$ cat src/rtl/pipe_ctrl.sv
// Pipeline sequencer: register enables, flush/bubble strobes, PC enable, valid tracking,
// data-memory wait FSM and sticky halt. Define PIPE_CTRL_PERF_EN to build the performance counters.
module pipe_ctrl #(
    parameter int NREG     = 4,
    parameter int MEM_REG  = 2,
    parameter int LU_REG   = 0,
    parameter int HALT_REG = 2,
    parameter int CNT_W    = 32,
    localparam int IW      = (NREG > 1) ? $clog2(NREG) : 1
) (
    input  logic             CLK,
    input  logic             RST,
    input  logic             ihit,
    input  logic             dhit,
    input  logic             mem_req,
    input  logic             lu_hazard,
    input  logic             flush_req,
    input  logic [IW-1:0]    flush_src,
    input  logic             halt_in,
    output logic             pc_en,
    output logic [NREG-1:0]  en,
    output logic [NREG-1:0]  flush,
    output logic [NREG-1:0]  bubble,
    output logic [NREG-1:0]  valid,
    output logic             mem_clr,
    output logic             stall,
    output logic             halt,
    output logic [CNT_W-1:0] cyc_cnt,
    output logic [CNT_W-1:0] stall_cnt,
    output logic [CNT_W-1:0] flush_cnt
);

    typedef enum logic [1:0] {
        RUN     = 2'd0,
        MEMWAIT = 2'd1,
        HALTED  = 2'd2
    } state_t;

    state_t          state;
    state_t          state_next;
    logic            memop;
    logic            halt_go;
    logic            stall_raw;
    logic            advance;
    logic            hold;
    logic [NREG-1:0] valid_next;
    logic [NREG:0]   shift_in;
    int              src_i;

    // Saturating increment used by the performance counters.
    function automatic logic [CNT_W-1:0] sat_inc(input logic [CNT_W-1:0] value, input logic inc);
        logic [CNT_W-1:0] result;
        if (inc && (value != {CNT_W{1'b1}})) begin
            result = value + {{(CNT_W-1){1'b0}}, 1'b1};
        end else begin
            result = value;
        end
        return result;
    endfunction

    assign memop    = mem_req & valid[MEM_REG];
    assign halt_go  = halt_in & valid[HALT_REG];
    assign shift_in = {valid, 1'b1};

    // State register; reset always lands in RUN.
    always_ff @(posedge CLK or posedge RST) begin
        if (RST) begin
            state <= RUN;
        end else begin
            state <= state_next;
        end
    end

    // Next-state and raw memory stall; halt takes priority over any memory wait.
    always_comb begin
        state_next = state;
        stall_raw  = 1'b0;
        case (state)
            RUN: begin
                stall_raw = memop & ~dhit;
                if (halt_go) begin
                    state_next = HALTED;
                end else if (memop && !dhit) begin
                    state_next = MEMWAIT;
                end else begin
                    state_next = RUN;
                end
            end
            MEMWAIT: begin
                stall_raw = ~dhit;
                if (halt_go) begin
                    state_next = HALTED;
                end else if (dhit) begin
                    state_next = RUN;
                end else begin
                    state_next = MEMWAIT;
                end
            end
            HALTED: begin
                stall_raw  = 1'b0;
                state_next = HALTED;
            end
            default: begin
                stall_raw  = 1'b0;
                state_next = RUN;
            end
        endcase
    end

    // Strobe generation; every strobe is forced low while reset is held.
    always_comb begin
        stall   = stall_raw & ~RST;
        mem_clr = dhit & (memop | (state == MEMWAIT)) & ~RST;
        advance = ihit & ~stall_raw & (state != HALTED) & ~RST;
        hold    = lu_hazard & ~flush_req;
        pc_en   = advance & ~hold;
        src_i   = {{(32-IW){1'b0}}, flush_src};
        if (src_i > NREG - 1) begin
            src_i = NREG - 1;
        end else begin
            src_i = src_i;
        end
        en     = {NREG{1'b0}};
        flush  = {NREG{1'b0}};
        bubble = {NREG{1'b0}};
        for (int k = 0; k < NREG; k++) begin
            if (k <= LU_REG) begin
                en[k] = advance & ~hold;
            end else begin
                en[k] = advance;
            end
            flush[k]  = advance & flush_req & (k <= src_i);
            bubble[k] = advance & hold & (k == LU_REG + 1);
        end
    end

    // Valid bits shift forward with each enabled register; flushed or bubbled slots go empty.
    always_comb begin
        valid_next = valid;
        for (int k = 0; k < NREG; k++) begin
            if (!en[k]) begin
                valid_next[k] = valid[k];
            end else if (flush[k] || bubble[k]) begin
                valid_next[k] = 1'b0;
            end else begin
                valid_next[k] = shift_in[k];
            end
        end
    end

    // Valid register.
    always_ff @(posedge CLK or posedge RST) begin
        if (RST) begin
            valid <= {NREG{1'b0}};
        end else begin
            valid <= valid_next;
        end
    end

    assign halt = (state == HALTED);

`ifdef PIPE_CTRL_PERF_EN
    logic [CNT_W-1:0] cyc_q;
    logic [CNT_W-1:0] stall_q;
    logic [CNT_W-1:0] flush_q;

    // Saturating event counters.
    always_ff @(posedge CLK or posedge RST) begin
        if (RST) begin
            cyc_q   <= {CNT_W{1'b0}};
            stall_q <= {CNT_W{1'b0}};
            flush_q <= {CNT_W{1'b0}};
        end else begin
            cyc_q   <= sat_inc(cyc_q, state != HALTED);
            stall_q <= sat_inc(stall_q, stall);
            flush_q <= sat_inc(flush_q, advance & flush_req);
        end
    end

    assign cyc_cnt   = cyc_q;
    assign stall_cnt = stall_q;
    assign flush_cnt = flush_q;
`else
    assign cyc_cnt   = {CNT_W{1'b0}};
    assign stall_cnt = {CNT_W{1'b0}};
    assign flush_cnt = {CNT_W{1'b0}};
`endif

endmodule

$ cat config.mk
export PLATFORM = sky130hd
export DESIGN_NAME = pipe_ctrl
export DESIGN_NICKNAME = d
export VERILOG_FILES = /design/src/rtl/pipe_ctrl.sv
export SDC_FILE = /design/constraint.sdc
export NUM_CORES = 1
export LEC_CHECK = 0
export ABC_AREA = 1
export ABC_CLOCK_PERIOD_IN_PS = 1500
export CAP_MARGIN = 20
export CORE_ASPECT_RATIO = 0.9
export CORE_MARGIN = 5
export CORE_UTILIZATION = 29
export CTS_CLUSTER_DIAMETER = 50
export DETAILED_ROUTE_END_ITERATION = 12
export GPL_TIMING_DRIVEN = 0
export HOLD_SLACK_MARGIN = 0.08
export PLACE_DENSITY = 0.81
export SYNTH_ARGS = -nofsm -noshare
export SYNTH_HDL_FRONTEND = slang
export SYNTH_SLANG_ARGS = --single-unit
$ cat constraint.sdc
create_clock -name CLK -period 1.5 [get_ports CLK]
set_input_delay 0.375 -clock CLK [delete_from_list [all_inputs] [get_ports CLK]]
set_output_delay 0.375 -clock CLK [all_outputs]
set_load 0.005 [all_outputs]
==> flow_summary_export.csv, run 1 <==
group,metric,value,unit
floorplanning,rows,22,
grt,grt_pass1_vias,1035,
logic_synthesis,ys_warn_count,0,
cts,cts_root_buf,"clkbuf_8",
worst_setup_path,cp.required,1.12,ns
worst_setup_path,setup.worst_path.start,"state[0]",
worst_setup_path,start_kind,"register",
timing,period_needed,1.721,ns
route,antenna_left,0,
timing,postLayoutSetupSlackWorst,-0.2211,ns
logic_synthesis,ys_seq_area_share,12.32,%
cts,cts_hold_buffers,0,
cells_and_area,drive_above_1_share,53.97,%
worst_setup_path,endpoint,"en[0]",
place,dp_hpwl,2.514,mm
route,wl,3.034,mm
cts,cts_buffers,3,
cells_and_area,syn2layout_area_growth,75.36,%
place,gp_congestion,0.7137,
cells_and_area,final_cell_mix,"buf_4, conb_1, buf_6, nand2_1",
hold_path,hold_class,"in2async",
logic_synthesis,ys_types,19,
logic_synthesis,synth_compound_area_share,3.696,%
route,dr.first_iter.drc_count,11,
grt,grt-ovfl-total,0,
floorplanning,core-area,0.004074,mm2
grt,gr-usage-met1,10.25,%
logic_synthesis,postSynthAreaPerCell,7.762,um2
timing,setup_viol,13,
cts,clkTransAtPathRegs,0.04,ns
route,via_per_inst,3.017,
cts,cts_tree,"done",
grt,antenna_found_initial,0,
logic_synthesis,synthSimpleGateAreaFrac,16.43,%
logic_synthesis,synthXorXnorAreaFrac,0,%
status,status,"finished with violations",
worst_setup_path,r2r_end,"valid[2]",
pwr,vdd_ir_drop_max,0.2698,mV
pwr,p_leak,0.001404,uW
grt,grtUsageMet3,2.261,%
cts,clock_sinks,6,
grt,grt_max_degree,8,
logic_synthesis,synth_top_family_by_area,"buffers and inverters",
floorplanning,fp.dieArea,0.005601,mm2
worst_setup_path,ff2ff_path_depth,10,
pwr,power,1575,uW
status,violations,"negative setup slack",
cells_and_area,diodes,0,
timing,grt_setup_unrepaired,"yes",
route,drc,0,
timing,tns,-2.005,ns
place,port_buffers,26,
logic_synthesis,synthAdderAreaFrac,0,%
pwr,powerDensity,737.1,mW/mm2
run,cap_violations,0,
cts,cts_buffer_depth,2,
floorplanning,initial_core_util,29.91,%
timing,finalMaxSlewViolations,0,
timing,finClkSkew,0.004804,ns
worst_setup_path,cp_data_arrival_time,1.35,ns
timing,fin_crit_sh,114.7,%
route,wl_per_cell,8.669,um
logic_synthesis,synthCells,157,
worst_setup_path,worstSetupPathType,"reg2out",
route,dr.pass1.iters,4,
floorplanning,die_h,71.50,um
logic_synthesis,muxShareOfSynthArea,0,%
timing,clock.fmax,581.0,MHz
logic_synthesis,syn_area,0.001219,mm2
timing,finalHoldViolations,0,
cts,clock_latency,0.23,ns
worst_setup_path,r2r_start,"state[1]",
worst_setup_path,reg2reg_slack,0.07,ns
worst_setup_path,crit_path_max_fanout,4,
route,vias,1056,
grt,grt.busiest_layer,"met2",
grt,use_met2,20.44,%
grt,grt_pass1_wl,4.816,mm
floorplanning,ios,126,
cells_and_area,layout_commonest_cell,"buf_4",
worst_setup_path,worstSetupEndpointType,"primary output",
logic_synthesis,ys_ff_latch,6,
floorplanning,fp.dieW,78.33,um
timing,fin_hold_ws,0.1099,ns
grt,grt_use_total,10.39,%
cells_and_area,layout.nets,314,
cells_and_area,nFillCells,385,
cts,htreeDepth,1,
metrics by stage:
step | utilization, % | setup slack (ns) | area, um2 | cells
finish | 52.46 | -0.2211 | 2137 | 350
CTS | 51.20 | -0.2116 | 2086 | 347
global route | 52.46 | -0.3039 | 2137 | 350
detailed placement | 46.81 | -0.9049 | 1907 | 329
global placement | 46.81 | -0.9010 | 1907 | 329
floorplan | - | 0.1194 | 1587 | 255
worst min-delay path by stage:
stage | from | endpoint | slack, ns | cells past startpoint
global route | RST | valid[2] | 0.13 | 3
global placement | valid[3] | valid[3] | 0.47 | 2
finish | RST | valid[2] | 0.11 | 3
floorplan | RST | state[0] | 0.14 | 1
detailed placement | valid[3] | valid[3] | 0.47 | 2
CTS | RST | state[1] | 0.28 | 3
registers in the layout, indices dropped and copies added (netlist names):
register and count:
valid 4, state 2
final cells by class:
class	count	area, um2	area share (%)
clock buffers	3	41.29	1.932
multi-input cells	134	636.9	29.80
well taps	48	60.06	2.810
plain buffers	103	788.3	36.89
flip-flops and latches	6	151.4	7.084
inverters	12	52.55	2.459
repair buffers	44	406.6	19.03
cell families after synthesis:
family,Yosys count
AOI/OAI and AO/OA,6
and+or+nand+nor,29
other,1
buffers and inverters,115
DFF,6
routing by layer:
layer | share of wire, % | up-vias
met5 | 0 | -
met4 | 2.1 | 0
met3 | 9.1 | 6
met2 | 56 | 71
met1 | 33 | 418
li1 | - | 561
what timing repair did:
item	CTS	global route
setup endpoints to repair	15	15
resized for setup	83	7
pin swaps	10	3
buffers inserted	15	3
report_power, final:
part | total, uW | internal (uW) | switching (uW)
clock | 255 | 174 | 81.9
sequential | 290 | 233 | 56.3
combinational | 1030 | 591 | 440
Yosys cell counts:
master | n | share of area [%]
o21ai_2 | 2 | 1.4
nand3_4 | 2 | 2.9
o2111ai_1 | 1 | 0.72
nor2_4 | 1 | 0.92
clkinv_2 | 1 | 0.41
a21oi_1 | 2 | 0.82
nand4_1 | 1 | 0.51
conb_1 | 1 | 0.31
nand2_1 | 11 | 3.4
nor2_2 | 3 | 1.5
nand2_4 | 3 | 2.8
buf_4 | 103 | 63
a31o_2 | 1 | 0.72
dfrtp_1 | 6 | 12
nand2_2 | 3 | 1.5
nor2_8 | 1 | 1.6
inv_2 | 2 | 0.62
inv_1 | 9 | 2.8
nor2_1 | 4 | 1.2
critical path: stages, from the launching register on:
cell and delay [ns]:
dfrtp_1 0.41, nor2_4 0.19, nor2_8 0.07, buf_12 0.12
nand3_4 0.07, inv_2 0.05, buf_6 0.10, buf_6 0.10
No activity file was read; power rests on OpenSTA's default activity.
==> run 2, diff against run 1 <==
--- a/config.mk
+++ b/config.mk
@@ -7,7 +7,7 @@
 export LEC_CHECK = 0
 export ABC_AREA = 1
 export ABC_CLOCK_PERIOD_IN_PS = 1500
-export CAP_MARGIN = 20
+export CAP_MARGIN = 0
 export CORE_ASPECT_RATIO = 0.9
 export CORE_MARGIN = 5
 export CORE_UTILIZATION = 29
@@ -16,6 +16,7 @@
 export GPL_TIMING_DRIVEN = 0
 export HOLD_SLACK_MARGIN = 0.08
 export PLACE_DENSITY = 0.81
+export SETUP_SLACK_MARGIN = 0.1
 export SYNTH_ARGS = -nofsm -noshare
 export SYNTH_HDL_FRONTEND = slang
 export SYNTH_SLANG_ARGS = --single-unit
==> run 2 against run 1 <==
  * The run still ends with negative setup slack left
  * Worst setup slack improved by 0.0058 ns
  * Sequential power increased by 1%
  * Clock power decreased by 4%
  * Clock skew decreased by 0.0019 ns
  * Register-to-register slack improved by 0.03 ns
  * Sequential share of layout area decreased by 0.11 points
  * Clock-buffer cell count unchanged
  * Design area increased by 1.6%
  * Wire length increased by 1.4%
  * First-iteration DRC count increased by 45%
  * Combinational power about the same
  * Via count increased by 1.0%
==> flow_summary_export.csv, run 2 (synthesized netlist as in run 1, its figures left out) <==
group,metric,value,unit
worst_setup_path,crit_path_max_fanout,4,
timing,grt_setup_unrepaired,"yes",
cells_and_area,top_regs,"valid x4, state x2",
cells_and_area,largest_register_ffs,4,
worst_setup_path,r2r_start,"state[1]",
cts,cts_tree,"done",
cts,clock_sinks,6,
worst_setup_path,setup.worst_path.start,"state[1]",
timing,finClkSkew,0.002925,ns
pwr,p_leak,0.001407,uW
cells_and_area,diodes,0,
place,dp_hpwl,2.514,mm
cells_and_area,layout_commonest_cell,"buf_4",
place,placed_cells,329,
cells_and_area,final_cell_mix,"buf_4, conb_1, buf_6, nand2_1, dlygate4sd2_1",
worst_setup_path,start_kind,"register",
worst_setup_path,cp_data_arrival_time,1.34,ns
timing,finalHoldViolations,0,
route,wl,3.076,mm
grt,antenna_found_initial,0,
floorplanning,die_h,71.50,um
cells_and_area,nFillCells,385,
worst_setup_path,worstSetupEndpointType,"primary output",
timing,tns,-1.851,ns
cts,cts_buffers,3,
cts,cts_buffer_depth,2,
place,place_ws,-0.9049,ns
cells_and_area,fin_cells,351,
cts,htreeDepth,1,
cells_and_area,multi_input_area,659.4,um2
cells_and_area,drive_above_1_share,55.45,%
timing,postLayoutSetupSlackWorst,-0.2153,ns
cells_and_area,syn2layout_area_growth,78.23,%
timing,fin_crit_sh,114.4,%
status,violations,"negative setup slack",
timing,clock.fmax,583.0,MHz
floorplanning,ios,126,
pwr,powerDensity,730.6,mW/mm2
route,vias,1067,
cts,cts_hold_buffers,0,
grt,grt-ovfl-total,0,
route,drc,0,
grt,grt_use_total,10.58,%
grt,grt_pass1_wl,4.871,mm
worst_setup_path,worstSetupPathType,"reg2out",
status,status,"finished with violations",
floorplanning,fp.dieW,78.33,um
timing,setup_viol,13,
hold_path,hold_class,"in2async",
cells_and_area,layout.nets,315,
pwr,vdd_ir_drop_max,0.2391,mV
route,antenna_left,0,
worst_setup_path,cpMaxStageDelayCell,"dfrtp_1",
route,via_per_inst,3.040,
route,dr.pass1.iters,2,
run,cap_violations,0,
place,gp_congestion,0.7137,
route,wl_per_cell,8.764,um
grt,grt_pass1_vias,1056,
cells_and_area,regMostFlops,"valid",
worst_setup_path,crit_chain,"inv_2 > nor2_4 > nor2_8 > buf_6 > nand4_1 > inv_1 > buf_2",
route,dr.first_iter.drc_count,16,
floorplanning,fp.dieArea,0.005601,mm2
grt,grt_max_degree,7,
cts,cts_root_buf,"clkbuf_8",
floorplanning,rows,22,
pwr,power,1587,uW
timing,finalMaxSlewViolations,0,
worst_setup_path,cp.required,1.12,ns
worst_setup_path,slowest_delay,0.39,ns
cts,clock_latency,0.22,ns
cells_and_area,register_area,151.4,um2
floorplanning,initial_core_util,29.91,%
cts,clkTransAtPathRegs,0.04,ns
cells_and_area,fin_area,0.002172,mm2
place,port_buffers,26,
floorplanning,core-area,0.004074,mm2
timing,period_needed,1.715,ns
place,dpl_cell_area,0.001907,mm2
[run 2: cell count changes in the layout (fill, tap and decap cells not counted), sizes merged]
cell,change
dlygate4sd2,+1
clkdlybuf4s50,-1
dlymetal6s2s,-1
buf,+2
[run 2: cell type report]
class | instances | area share, %
buffer | 103 | 36.29
multi-input combinational | 134 | 30.36
timing repair buffer | 45 | 19.18
sequential | 6 | 6.970
tap | 48 | 2.765
inverter | 12 | 2.535
clock buffer | 3 | 1.901
[run 2: repair_timing]
item                       in CTS  in global routing
buffers inserted               17                  5
setup endpoints to repair      19                 15
gates resized for setup        88                 20
pin swaps                      10                  7
[run 2: stage by stage]
step | util (%) | hold slack [ns]
2_1_floorplan | - | 0.1372
3_3_place_gp | 46.81 | 0.4669
3_5_place_dp | 46.81 | 0.4715
4_1_cts | 51.44 | 0.3798
5_1_grt | 53.32 | 0.2682
6_report | 53.32 | 0.2483
[run 2: worst max-delay path: cells and delay by family (launching register included)]
kind                   cells  cell delay, ns
buffers and inverters      4            0.40
DFF                        1            0.39
and+or+nand+nor            3            0.33
[run 2: routing by layer]
layer / vias up / part of all wire [%] / track usage (%)
met2: 63 / 57 / 20.72
met5: - / 0 / 0
met3: 6 / 8.5 / 2.387
met1: 432 / 32 / 10.10
met4: 0 / 2.0 / 6.019
li1: 566 / - / -
[run 2: where the power goes]
part           switching, uW  leakage (uW)  internal (uW)
clock network           73.4     0.0000216            173
logic                    454       0.00131            593
registers               60.4     0.0000727            233
[run 2: final timing paths]
path / to / slack [ns] / cells after the start
max: flush[1] / -0.22 / 7
min in group CLK: valid[3] / 0.48 / 2
max in group asynchronous: valid[2] / 1.12 / 4
min reg2reg: valid[3] / 0.48 / 2
max reg2reg: valid[2] / 0.10 / 10
min: valid[2] / 0.25 / 4
